## config.mk

```make
export PLATFORM = sky130hd
export DESIGN_NAME = alu_cmd_issuer
export DESIGN_NICKNAME = d
export VERILOG_FILES = /design/src/rtl/alu_cmd_issuer.sv
export SDC_FILE = /design/constraint.sdc
export NUM_CORES = 1
export LEC_CHECK = 0
export ABC_CLOCK_PERIOD_IN_PS = 2850
export CELL_PAD_IN_SITES_DETAIL_PLACEMENT = 1
export CELL_PAD_IN_SITES_GLOBAL_PLACEMENT = 1
export CORE_ASPECT_RATIO = 0.75
export CORE_MARGIN = 4
export CORE_UTILIZATION = 30
export CTS_CLUSTER_DIAMETER = 40
export DETAILED_ROUTE_END_ITERATION = 8
export PLACE_DENSITY = 0.57
export SYNTH_ARGS = -nofsm -noshare
export SYNTH_HDL_FRONTEND = slang
export SYNTH_SLANG_ARGS = --single-unit
```

## constraint.sdc

```tcl
create_clock -name clk -period 2.85 [get_ports clk]
set_clock_uncertainty 0.1 [all_clocks]
set_input_delay 0.285 -clock clk [delete_from_list [all_inputs] [get_ports clk]]
set_output_delay 0.285 -clock clk [all_outputs]
set_load 0.01 [all_outputs]
```

## src/rtl/alu_cmd_issuer.sv

```systemverilog
// Purpose : clocked, flow-controlled front end for the 8-bit combinational ALU.
// Latency : accept at E, pop at E+1, rsp_valid after E+ISSUE_WAIT+1; one result per ISSUE_WAIT+2 cycles.
// Backpr. : cmd_ready = !full of a FIFO_DEPTH command FIFO; a held response stalls issue.
//
// Ports:
//   clk, rst                      clock, synchronous active-high reset
//   cmd_valid/cmd_ready           command stream; cmd_op/cmd_a/cmd_b payload
//   alu_in1/alu_in2/alu_op/alu_rst  registered drive to the ALU
//   alu_out                       ALU result (combinational from the ALU)
//   rsp_valid/rsp_ready           response stream; rsp_data/rsp_op/rsp_err payload
//   busy                          FIFO non-empty or a command in flight
// Optional feature macro: ALU_DIVZERO_GUARD_EN (divide-by-zero commands answered
// locally with 8'hFF and rsp_err=1; without it rsp_err is tied to 0).

// Small generic FIFO: registered count, full/empty derived from it.
// Latency: data written at a push edge is visible at the head after that edge.
// Backpressure: in_rdy = !full; a pop in the same cycle does not raise in_rdy.
module alu_cmd_fifo #(
  parameter int WIDTH = 8,
  parameter int DEPTH = 4
) (
  input  logic             clk,
  input  logic             rst,
  input  logic             in_vld,
  output logic             in_rdy,
  input  logic [WIDTH-1:0] in_dat,
  output logic             out_vld,
  input  logic             out_rdy,
  output logic [WIDTH-1:0] out_dat
);
  localparam int AW = $clog2(DEPTH);
  localparam int CW = AW + 1;

  logic [WIDTH-1:0] mem [DEPTH];
  logic [AW-1:0]    wr_ptr;
  logic [AW-1:0]    rd_ptr;
  logic [CW-1:0]    count;
  logic             push;
  logic             pop;

  assign in_rdy  = (count != CW'(DEPTH));
  assign out_vld = (count != '0);
  assign out_dat = mem[rd_ptr];
  assign push    = in_vld && in_rdy;
  assign pop     = out_vld && out_rdy;

  // DEPTH is a power of two, so pointer overflow is the modulo wrap.
  always_ff @(posedge clk) begin
    if (rst) begin
      wr_ptr <= '0;
      rd_ptr <= '0;
      count  <= '0;
    end else begin
      if (push) wr_ptr <= wr_ptr + 1'b1;
      if (pop)  rd_ptr <= rd_ptr + 1'b1;
      case ({push, pop})
        2'b10:   count <= count + 1'b1;
        2'b01:   count <= count - 1'b1;
        default: count <= count;
      endcase
    end
  end

  always_ff @(posedge clk) begin
    if (push) mem[wr_ptr] <= in_dat;
  end
endmodule

module alu_cmd_issuer #(
  parameter int FIFO_DEPTH = 4,
  parameter int ISSUE_WAIT = 1
) (
  input  logic       clk,
  input  logic       rst,
  input  logic       cmd_valid,
  output logic       cmd_ready,
  input  logic [3:0] cmd_op,
  input  logic [7:0] cmd_a,
  input  logic [7:0] cmd_b,
  output logic [7:0] alu_in1,
  output logic [7:0] alu_in2,
  output logic [3:0] alu_op,
  output logic       alu_rst,
  input  logic [7:0] alu_out,
  output logic       rsp_valid,
  input  logic       rsp_ready,
  output logic [7:0] rsp_data,
  output logic [3:0] rsp_op,
  output logic       rsp_err,
  output logic       busy
);
  typedef struct packed {
    logic [3:0] op;
    logic [7:0] a;
    logic [7:0] b;
  } cmd_t;

  typedef enum logic [1:0] {IDLE, DRIVE, RESP} state_t;

  localparam logic [3:0] LAST_WAIT = 4'(ISSUE_WAIT - 1);

  state_t     state;
  logic [3:0] wait_cnt;
  cmd_t       fifo_in_dat;
  cmd_t       head;
  logic       fifo_out_vld;
  logic       fifo_out_rdy;

  assign fifo_in_dat  = '{op: cmd_op, a: cmd_a, b: cmd_b};
  // The head is consumed only from IDLE; DRIVE and RESP hold the FIFO.
  assign fifo_out_rdy = (state == IDLE);

  alu_cmd_fifo #(
    .WIDTH($bits(cmd_t)),
    .DEPTH(FIFO_DEPTH)
  ) u_fifo (
    .clk    (clk),
    .rst    (rst),
    .in_vld (cmd_valid),
    .in_rdy (cmd_ready),
    .in_dat (fifo_in_dat),
    .out_vld(fifo_out_vld),
    .out_rdy(fifo_out_rdy),
    .out_dat(head)
  );

  assign busy = fifo_out_vld || (state != IDLE);

`ifdef ALU_DIVZERO_GUARD_EN
  logic guard_hit;
  assign guard_hit = (head.op == 4'b0011) && (head.b == 8'h00);
`else
  assign rsp_err = 1'b0;
`endif

  always_ff @(posedge clk) begin
    if (rst) begin
      state     <= IDLE;
      wait_cnt  <= '0;
      alu_in1   <= '0;
      alu_in2   <= '0;
      alu_op    <= '0;
      alu_rst   <= 1'b1;
      rsp_valid <= 1'b0;
      rsp_data  <= '0;
      rsp_op    <= '0;
`ifdef ALU_DIVZERO_GUARD_EN
      rsp_err   <= 1'b0;
`endif
    end else begin
      case (state)
        IDLE: begin
          alu_rst <= 1'b1;
          if (fifo_out_vld) begin
`ifdef ALU_DIVZERO_GUARD_EN
            if (guard_hit) begin
              // Answer locally; the ALU never sees this command.
              rsp_data  <= 8'hFF;
              rsp_op    <= 4'b0011;
              rsp_err   <= 1'b1;
              rsp_valid <= 1'b1;
              state     <= RESP;
            end else begin
`endif
              alu_in1  <= head.a;
              alu_in2  <= head.b;
              alu_op   <= head.op;
              alu_rst  <= 1'b0;
              wait_cnt <= '0;
              state    <= DRIVE;
`ifdef ALU_DIVZERO_GUARD_EN
            end
`endif
          end
        end
        DRIVE: begin
          wait_cnt <= wait_cnt + 1'b1;
          if (wait_cnt == LAST_WAIT) begin
            rsp_data  <= alu_out;
            rsp_op    <= alu_op;
`ifdef ALU_DIVZERO_GUARD_EN
            rsp_err   <= 1'b0;
`endif
            rsp_valid <= 1'b1;
            alu_rst   <= 1'b1;
            state     <= RESP;
          end
        end
        RESP: begin
          if (rsp_ready) begin
            rsp_valid <= 1'b0;
            state     <= IDLE;
          end
        end
        default: state <= IDLE;
      endcase
    end
  end
endmodule

```

After elaboration in Yosys (flattened, before gate mapping)
Memory sizes are Yosys's and may differ from the RTL's. A register that Yosys moved wholly into a read port is not among the register bits.
Index checks and enable logic that the tools add are counted.
{"block": "totals", "ff_bits": 27, "n_memories": 1, "word_cells": 53, "ramBits": 80, "in_bits": 32, "out_inout_bits": 37}
{"block": "op_classes", "eq_ne": 8, "reduce_logical": 16, "n_mux": 14, "n_addsub": 5}
{"memory": "u_fifo.mem", "depth": 4, "width": 20, "read_ports": 1, "rd_ports_with_merged_regs": 1, "wr": 1, "line_no": "34", "text": "logic [WIDTH-1:0] mem [DEPTH];"}
{"op": "$pmux W4 S2", "n": 1}
{"op": "$reduce_and A2 Y1", "n": 4}
{"op": "$reduce_bool A2 Y1", "n": 4}
{"op": "$mux W2", "n": 3}
{"op": "$ne A2 B2 Y1 const B", "n": 3}
{"op": "$pmux W2 S3", "n": 1}
{"op": "$pmux W3 S2", "n": 1}
{"op": "$reduce_and A3 Y1", "n": 2}
{"op": "$mux W1", "n": 5}
{"op": "$add A2 B1 Y2 const B", "n": 2}
{"op": "$add A4 B1 Y4 const B", "n": 1}
{"op": "$eq A2 B1 Y1 const B", "n": 2}
{"op": "$eq A2 B2 Y1 const B", "n": 2}
{"op": "$logic_not A4 Y1", "n": 1}
{"op": "$mux W4", "n": 1}
{"op": "$pmux W1 S2", "n": 2}
{"op": "$add A3 B1 Y3 const B", "n": 1}
{"op": "$ne A3 B3 Y1 const B", "n": 1}
{"op": "$reduce_bool A3 Y1", "n": 1}
{"op": "$sub A3 B1 Y3 const B", "n": 1}
{"op": "$logic_and A1 B1 Y1", "n": 2}
{"op": "$logic_not A2 Y1", "n": 1}
{"op": "$logic_or A1 B1 Y1", "n": 1}

Logic depth before layout (Yosys ltp)
Gate-level depths: netlist (run 1).
{"block": "depth", "ltp_word": 4, "depth_mapped": 9, "mapped_depth_nobuf": 8}

Hierarchy
A second synthesis (run 1) with hierarchy kept.
{"block": "hier_totals", "hier_cells": 345, "area_unflattened_um2": 5036.1}
{"module": "alu_cmd_fifo", "cells_per_inst": 156, "seq_area_each_um2": 2582.5, "instances": 1, "area_each_um2": 3384.5}
{"module": "alu_cmd_issuer", "cells_per_inst": 189, "seq_area_each_um2": 800.8, "instances": 1, "area_each_um2": 1651.6}

Worst setup path before layout (run 1)
OpenSTA, ideal clock, no wires.
{"block": "synth_path", "path_type": "flip-flop to flip-flop", "start": "reg u_fifo.count[2]", "end": "reg u_fifo.count[2]", "period_less_slack_ns": 2.253, "setup_time_ns": 0.071, "n_path_buf": 1, "arrival_time_ns": 2.082, "path_slack_ns": 0.597, "path_stages_with_launch": 10, "t_required_ns": 2.679, "path_cell_list": "dfxtp_1 -> or3b_1 -> buf_2 -> nand2_1 -> ha_1 -> inv_1 -> fa_1 -> xor2_1 -> or3_1 -> a21oi_1"}
{"block": "synth_between", "elab_chain_cells": 4, "elab_cells_between_ends": 10, "classes_between": "2 x add/sub; 3 x eq/ne; 1 x mux; 4 x reduce/logical"}
{"item": "from (decl)", "line_no": "37", "text": "logic [CW-1:0] count;"}
{"item": "from (signal assigned)", "line_no": "57", "text": "2'b10: count <= count + 1'b1;"}
{"item": "from (signal assigned)", "line_no": "58", "text": "2'b01: count <= count - 1'b1;"}
{"item": "from (signal assigned)", "line_no": "59", "text": "default: count <= count;"}
{"item": "$ne A3 B3 Y1 (*)", "line_no": "41", "text": "assign in_rdy = (count != CW'(DEPTH));"}
{"item": "net cmd_ready", "line_no": "76", "text": "output logic cmd_ready,"}
{"item": "$logic_and A1 B1 Y1 (*)", "line_no": "44", "text": "assign push = in_vld && in_rdy;"}
{"item": "$eq A2 B1 Y1 or $eq A2 B2 Y1 (tied branches)", "line_no": "56", "text": "case ({push, pop})"}
{"item": "$pmux W3 S2 or $reduce_bool A2 Y1 (tied branches)"}
Mark *: on every way through the listed nets, which the timed path passes. The rest lies on a longest branch.
A chain may end at the register's enable or synchronous reset.

Worst setup path in the final report (run 1)
{"block": "layout_path", "start": "reg u_fifo.count[0]", "end": "reg u_fifo.count[2]"}
{"block": "layout_between", "elab_chain_cells": 4, "elab_cells_between_ends": 10, "classes_between": "2 x add/sub; 3 x eq/ne; 1 x mux; 4 x reduce/logical"}
{"item": "$reduce_bool A3 Y1 (*)", "line_no": "42", "text": "assign out_vld = (count != '0);"}
{"item": "$logic_and A1 B1 Y1 (*)", "line_no": "45", "text": "assign pop = out_vld && out_rdy;"}
{"item": "net u_fifo.pop", "line_no": "39", "text": "logic pop;"}
{"item": "$eq A2 B1 Y1 or $eq A2 B2 Y1 (tied branches)", "line_no": "56"}
{"item": "$pmux W3 S2 or $reduce_bool A2 Y1 (tied branches)"}
Marks and branches as above.

==> flow_summary.json, run 1 <==
{
  "start_util_pct": 31.2,
  "diodes": 0,
  "dieWidth_um": 154,
  "slowest_stage": "nor3_1",
  "syn_nets": 344,
  "clk_pin_slew_ns": 0.06,
  "numPortBuffers": 67,
  "first_global_vias": 3088,
  "worstPathMaxFanout": 6,
  "htreeDepth": 4,
  "met3_length_um": 567,
  "synth_edf_count": 80,
  "grt_setup_unrepaired": "false",
  "worstSetupStartpointType": "flip-flop",
  "cts.sinks": 127,
  "yosysSeqAreaShare_pct": 69.3,
  "cts_setup_buffers": 0,
  "netlist_area_um2": 4820,
  "final_layout_size_suffix_gt1_share_pct": 16.8,
  "wl_met1_um": 5410,
  "hold_viol_final": 0,
  "vias": 2867,
  "insertion_delay_ns": 0.40,
  "drc": 0,
  "dp_slack_ns": 0.323,
  "ys_seq_elements": 127,
  "post-synth-top-area-fraction_pct": 49.8,
  "grt_usage_pct": 12.7,
  "mostFrequentLayoutCell": "edfxtp_1",
  "cts_buffer_depth": 2,
  "fin_nets": 421,
  "ys_top_cells_by_area": "edfxtp_1, dfxtp_1, mux4_2",
  "grt_max_degree": 25,
  "max_slew_margin_pct": 52.3,
  "final_util_pct": 40.7,
  "synth_top_area_cell": "edfxtp_1",
  "cts_root_buf": "clkbuf_16",
  "antenna_found_initial": 0,
  "die_h_um": 118,
  "fin_cells": 599,
  "wl_um": 11000,
  "async_flop_share_pct": 0,
  "synth_area_per_cell_um2": 15.9,
  "hold_path_class": "input port to flip-flop",
  "syn2layout_area_growth_pct": 30.7,
  "crit_chain": "nor3_1 -> nor3_1 -> ha_1 -> inv_1 -> fa_1 -> xor2_1 -> or3_1 -> a21oi_1",
  "fp-row-count": 39,
  "boundaryPins": 69,
  "first_pass_iters": 4,
  "syn_inst": 304,
  "final_cell_mix": "edfxtp_1, clkdlybuf4s50_1, dfxtp_1",
  "setup_slack_ns": 0.361,
  "cts_tree": "built",
  "crit_buf_inv": 1,
  "hpwl_um": 7100,
  "cpPeakStageDelay_ns": 0.47,
  "ir_drop_mv": 0.437,
  "p_per_area_nw_per_um2": 1000,
  "setup_viol": 0,
  "via_per_inst": 4.79,
  "synth.distinct_cells": 43,
  "ctsHoldBuffers": 0,
  "cts_buffers": 17,
  "crit_path_end_kind": "flip-flop",
  "drv_cap": 0,
  "worstMarginPinSlew_ns": 0.708,
  "timing.hold.ws_ns": 0.347,
  "die-area_um2": 18200,
  "critPathTopFamily": "simple AND/OR/NAND/NOR gates",
  "crit_type": "flip-flop to flip-flop",
  "coreArea_um2": 15500,
  "postCtsResizedCells": 0,
  "drt_iter0_drc": 163,
  "dp.cells": 567,
  "gp_congestion": 0.724,
  "fmax_mhz": 402,
  "period_share_pct": 87.3,
  "grt_pass1_wl_um": 17600,
  "maxSlewViolCount": 0,
  "crit_top_cell": "nor3_1",
  "status": "complete, no violations",
  "required_ns": 3.09,
  "ys.warnings.count": 0,
  "wl_met2_um": 4970,
  "wire_per_inst_um": 18.4,
  "p_leak_nw": 2.13,
  "period_needed_ns": 2.49,
  "routed.top_layer": "met4",
  "ant_nets": 0,
  "fin_setup_tns_ns": 0,
  "overflow": 0,
  "arrival_ns": 2.73,
  "synth_ff_type": "edfxtp_1"
}
state kept, by name, summed over array words and instances (netlist names):
| name | flops |
|---|---|
| rsp_op | 4 |
| wait_cnt | 4 |
| alu_rst | 1 |
| u_fifo.mem | 80 |
| rsp_data | 8 |
| alu_op | 4 |
| rsp_valid | 1 |
| u_fifo.count | 3 |
| alu_in1 | 8 |
| u_fifo.wr_ptr | 2 |
| u_fifo.rd_ptr | 2 |
| state | 2 |
| alu_in2 | 8 |
Yosys cell counts (all sizes together) (4+ instances only):
cell type	count
a22o	20
edfxtp	80
clkbuf	6
inv	10
a21oi	22
dfxtp	47
nor2	5
and3	4
ha	7
mux4	20
o21ai	16
nand3	18
buf	15
report_power, final:
| group | switching [mW] | internal (mW) | total [mW] |
|---|---|---|---|
| logic | 0.848 | 0.844 | 1.69 |
| clock network | 0.795 | 1.32 | 2.11 |
| registers | 0.207 | 2.30 | 2.51 |
path summary, 6_finish.rpt:
path / cells past startpoint / start / endpoint / slack (ns)
hold reg to reg: 2 / rsp_data[2] / rsp_data[2] / 0.38
setup reg to reg: 8 / u_fifo.count[0] / u_fifo.count[2] / 0.36
hold / removal: 3 / alu_out[4] / rsp_data[4] / 0.35
setup / recovery: 8 / u_fifo.count[0] / u_fifo.count[2] / 0.36
stage by stage:
step           area (um^2)  power [mW]
2_1_floorplan         4820        3.50
3_3_place_gp          5720        4.24
3_5_place_dp          5720        4.28
4_1_cts               6300        6.41
5_1_grt               6300        6.68
6_report              6300        6.31
worst register-to-register path: stages (launching register included):
cell	delay, ns
dfxtp_1	0.43
nor3_1	0.13
nor3_1	0.47
ha_1	0.28
inv_1	0.06
fa_1	0.37
xor2_1	0.16
or3_1	0.30
a21oi_1	0.14
kinds of logic (layout without fill, tap and decap cells):
| family | count (synthesis) | in the layout | share of synthesized area [%] |
|---|---|---|---|
| mux | 20 | 20 | 9.58 |
| other cells | 1 | 1 | 0.0778 |
| compound gates | 67 | 67 | 9.14 |
| fa+ha+maj | 8 | 8 | 2.23 |
| xor+xnor | 3 | 3 | 0.545 |
| flops | 127 | 127 | 69.3 |
| simple gates | 47 | 47 | 5.68 |
| buf+inv | 31 | 121 | 3.40 |
layout make-up:
type,instances,area (um^2)
Multi-Input combinational cell,146,1320
Sequential cell,127,3340
Clock inverter,12,136
Inverter,10,37.5
Timing Repair Buffer,79,761
Fill cell,1568,9170
Clock buffer,20,447
Tap cell,205,256
routing by layer:
metal  GRT usage, %  vias up
li1               -     1342
met5              0        -
met1           17.9     1449
met2           18.7       71
met4           4.47        0
met3           3.60        5
Power figures use the tool's default switching activity.
==> inputs of run 2 (changes only) <==
--- a/config.mk
+++ b/config.mk
@@ -6,14 +6,13 @@
 export NUM_CORES = 1
 export LEC_CHECK = 0
 export ABC_CLOCK_PERIOD_IN_PS = 2850
-export CELL_PAD_IN_SITES_DETAIL_PLACEMENT = 1
-export CELL_PAD_IN_SITES_GLOBAL_PLACEMENT = 1
 export CORE_ASPECT_RATIO = 0.75
 export CORE_MARGIN = 4
 export CORE_UTILIZATION = 30
 export CTS_CLUSTER_DIAMETER = 40
 export DETAILED_ROUTE_END_ITERATION = 8
-export PLACE_DENSITY = 0.57
+export HOLD_SLACK_MARGIN = 0.03
+export PLACE_DENSITY = 0.5
 export SYNTH_ARGS = -nofsm -noshare
 export SYNTH_HDL_FRONTEND = slang
 export SYNTH_SLANG_ARGS = --single-unit
==> flow_summary.json, run 2 (synthesized netlist as in run 1, its figures left out) <==
{
  "drc": 0,
  "cts_setup_buffers": 0,
  "pwr-share-clk_pct": 33.4,
  "hold_path_class": "input port to flip-flop",
  "ctsHoldBuffers": 0,
  "power_frac_comb_pct": 27.2,
  "arrival_ns": 2.73,
  "required_ns": 3.09,
  "antenna_found_initial": 0,
  "cts_tree": "built",
  "insertion_delay_ns": 0.41,
  "timing.hold.ws_ns": 0.339,
  "final_layout_size_suffix_gt1_share_pct": 17.5,
  "fin_setup_tns_ns": 0,
  "switching_share_pct": 29.1,
  "dieWidth_um": 154,
  "drt_iter0_drc": 131,
  "cpPeakStageDelay_ns": 0.44,
  "power.switching_mw": 1.82,
  "die_h_um": 118,
  "fill_cells": 1414,
  "die-area_um2": 18200,
  "grtUsageMet3_pct": 3.68,
  "via_per_inst": 4.72,
  "max_slew_margin_pct": 44.7,
  "p_per_area_nw_per_um2": 994,
  "gp_congestion": 0.731,
  "final_cell_mix": "edfxtp_1, clkdlybuf4s50_1, dfxtp_1",
  "fin_nets": 421,
  "cts_root_buf": "clkbuf_16",
  "top_register": "u_fifo.mem",
  "worstPathMaxFanout": 6,
  "crit_buf_inv": 1,
  "first_global_vias": 2869,
  "mostFrequentLayoutCell": "edfxtp_1",
  "crit_top_cell": "nor3_1",
  "grt_setup_unrepaired": "false",
  "crit_path_end_kind": "flip-flop",
  "boundaryPins": 69,
  "maxSlewViolCount": 0,
  "hpwl_um": 6320,
  "fp-row-count": 39,
  "start_util_pct": 31.2,
  "critPathTopFamily": "simple AND/OR/NAND/NOR gates",
  "htreeDepth": 4,
  "first_pass_iters": 4,
  "syn2layout_area_growth_pct": 30.7,
  "wire_per_inst_um": 17.0,
  "postCtsResizedCells": 0,
  "crit_type": "flip-flop to flip-flop",
  "grt.busiest_layer": "met2",
  "grt_max_degree": 25,
  "worstSetupStartpointType": "flip-flop",
  "finalPower_mw": 6.27,
  "period_needed_ns": 2.49,
  "fmax_mhz": 402,
  "coreArea_um2": 15500,
  "intPower_mw": 4.44,
  "postPlaceCellArea_um2": 5720,
  "cts.sinks": 127,
  "wl_um": 10200,
  "drv_cap": 0,
  "gr-usage-met2_pct": 17.2,
  "status": "complete, no violations",
  "overflow": 0,
  "worstMarginPinSlew_ns": 0.821,
  "cts_buffers": 17,
  "ant_nets": 0,
  "ir_drop_mv": 0.428,
  "crit_chain": "nor3_1 -> nor3_1 -> ha_1 -> inv_1 -> fa_1 -> xor2_1 -> or3_1 -> a21oi_1",
  "stdcell_area_um2": 6300,
  "grt_pass1_wl_um": 16300,
  "diodes": 0,
  "numPortBuffers": 67,
  "clk_pin_slew_ns": 0.06,
  "setup_viol": 0,
  "largest_reg_flops": 80,
  "hold_viol_final": 0,
  "period_share_pct": 87.3,
  "cts_buffer_depth": 2,
  "p_seq_share_pct": 39.4,
  "slowest_stage": "nor3_1",
  "p_leak_nw": 2.15,
  "vias": 2827,
  "met1_usage_pct": 16.0,
  "grt_usage_pct": 11.7
}
-- run 2: routing by layer --
metal | vias to the layer above | routed length [um] | part of all wire (%)
met4 | 0 | 177 | 1.7
met1 | 1410 | 4890 | 48
met2 | 65 | 4590 | 45
met5 | - | 0 | 0
met3 | 16 | 499 | 4.9
li1 | 1336 | - | -
-- run 2: layout make-up --
cell class                      count  area (um^2)  area share, %
Inverter                           10         37.5          0.596
Multi-Input combinational cell    146         1320           20.9
Sequential cell                   127         3340           53.1
Clock inverter                     13          108           1.71
Tap cell                          205          256           4.07
Clock buffer                       19          475           7.54
Timing Repair Buffer               79          761           12.1
-- run 2: per-stage QoR --
stage | cells | setup slack (ns) | util, %
floorplan | 304 | 0.597 | -
global placement | 567 | 0.474 | 37.0
detailed placement | 567 | 0.350 | 37.0
CTS | 599 | 0.329 | 40.7
global route | 599 | 0.150 | 40.7
finish | 599 | 0.361 | 40.7
-- run 2: power by group through the flow --
stage	combinational (mW)	sequential (mW)	clock (mW)
floorplan	0.949	2.56	0
global placement	1.72	2.50	0
detailed placement	1.74	2.51	0
CTS	1.74	2.48	2.15
global route	1.88	2.51	2.24
finish	1.70	2.47	2.09
-- run 2: worst paths after layout --
kind	from	to	slack, ns	cells past startpoint
worst max register to register	u_fifo.count[0]	u_fifo.count[2]	0.36	8
worst min-delay path	alu_out[4]	rsp_data[4]	0.34	3
worst max-delay path	u_fifo.count[0]	u_fifo.count[2]	0.36	8
worst min register to register	alu_in2[0]	alu_in2[0]	0.37	1
-- run 2: worst register-to-register path, stage by stage, from the launching register on --
cell and delay, ns:
dfxtp_1 0.42, nor3_1 0.13, nor3_1 0.44, ha_1 0.29, inv_1 0.07, fa_1 0.37
xor2_1 0.15, or3_1 0.30, a21oi_1 0.14
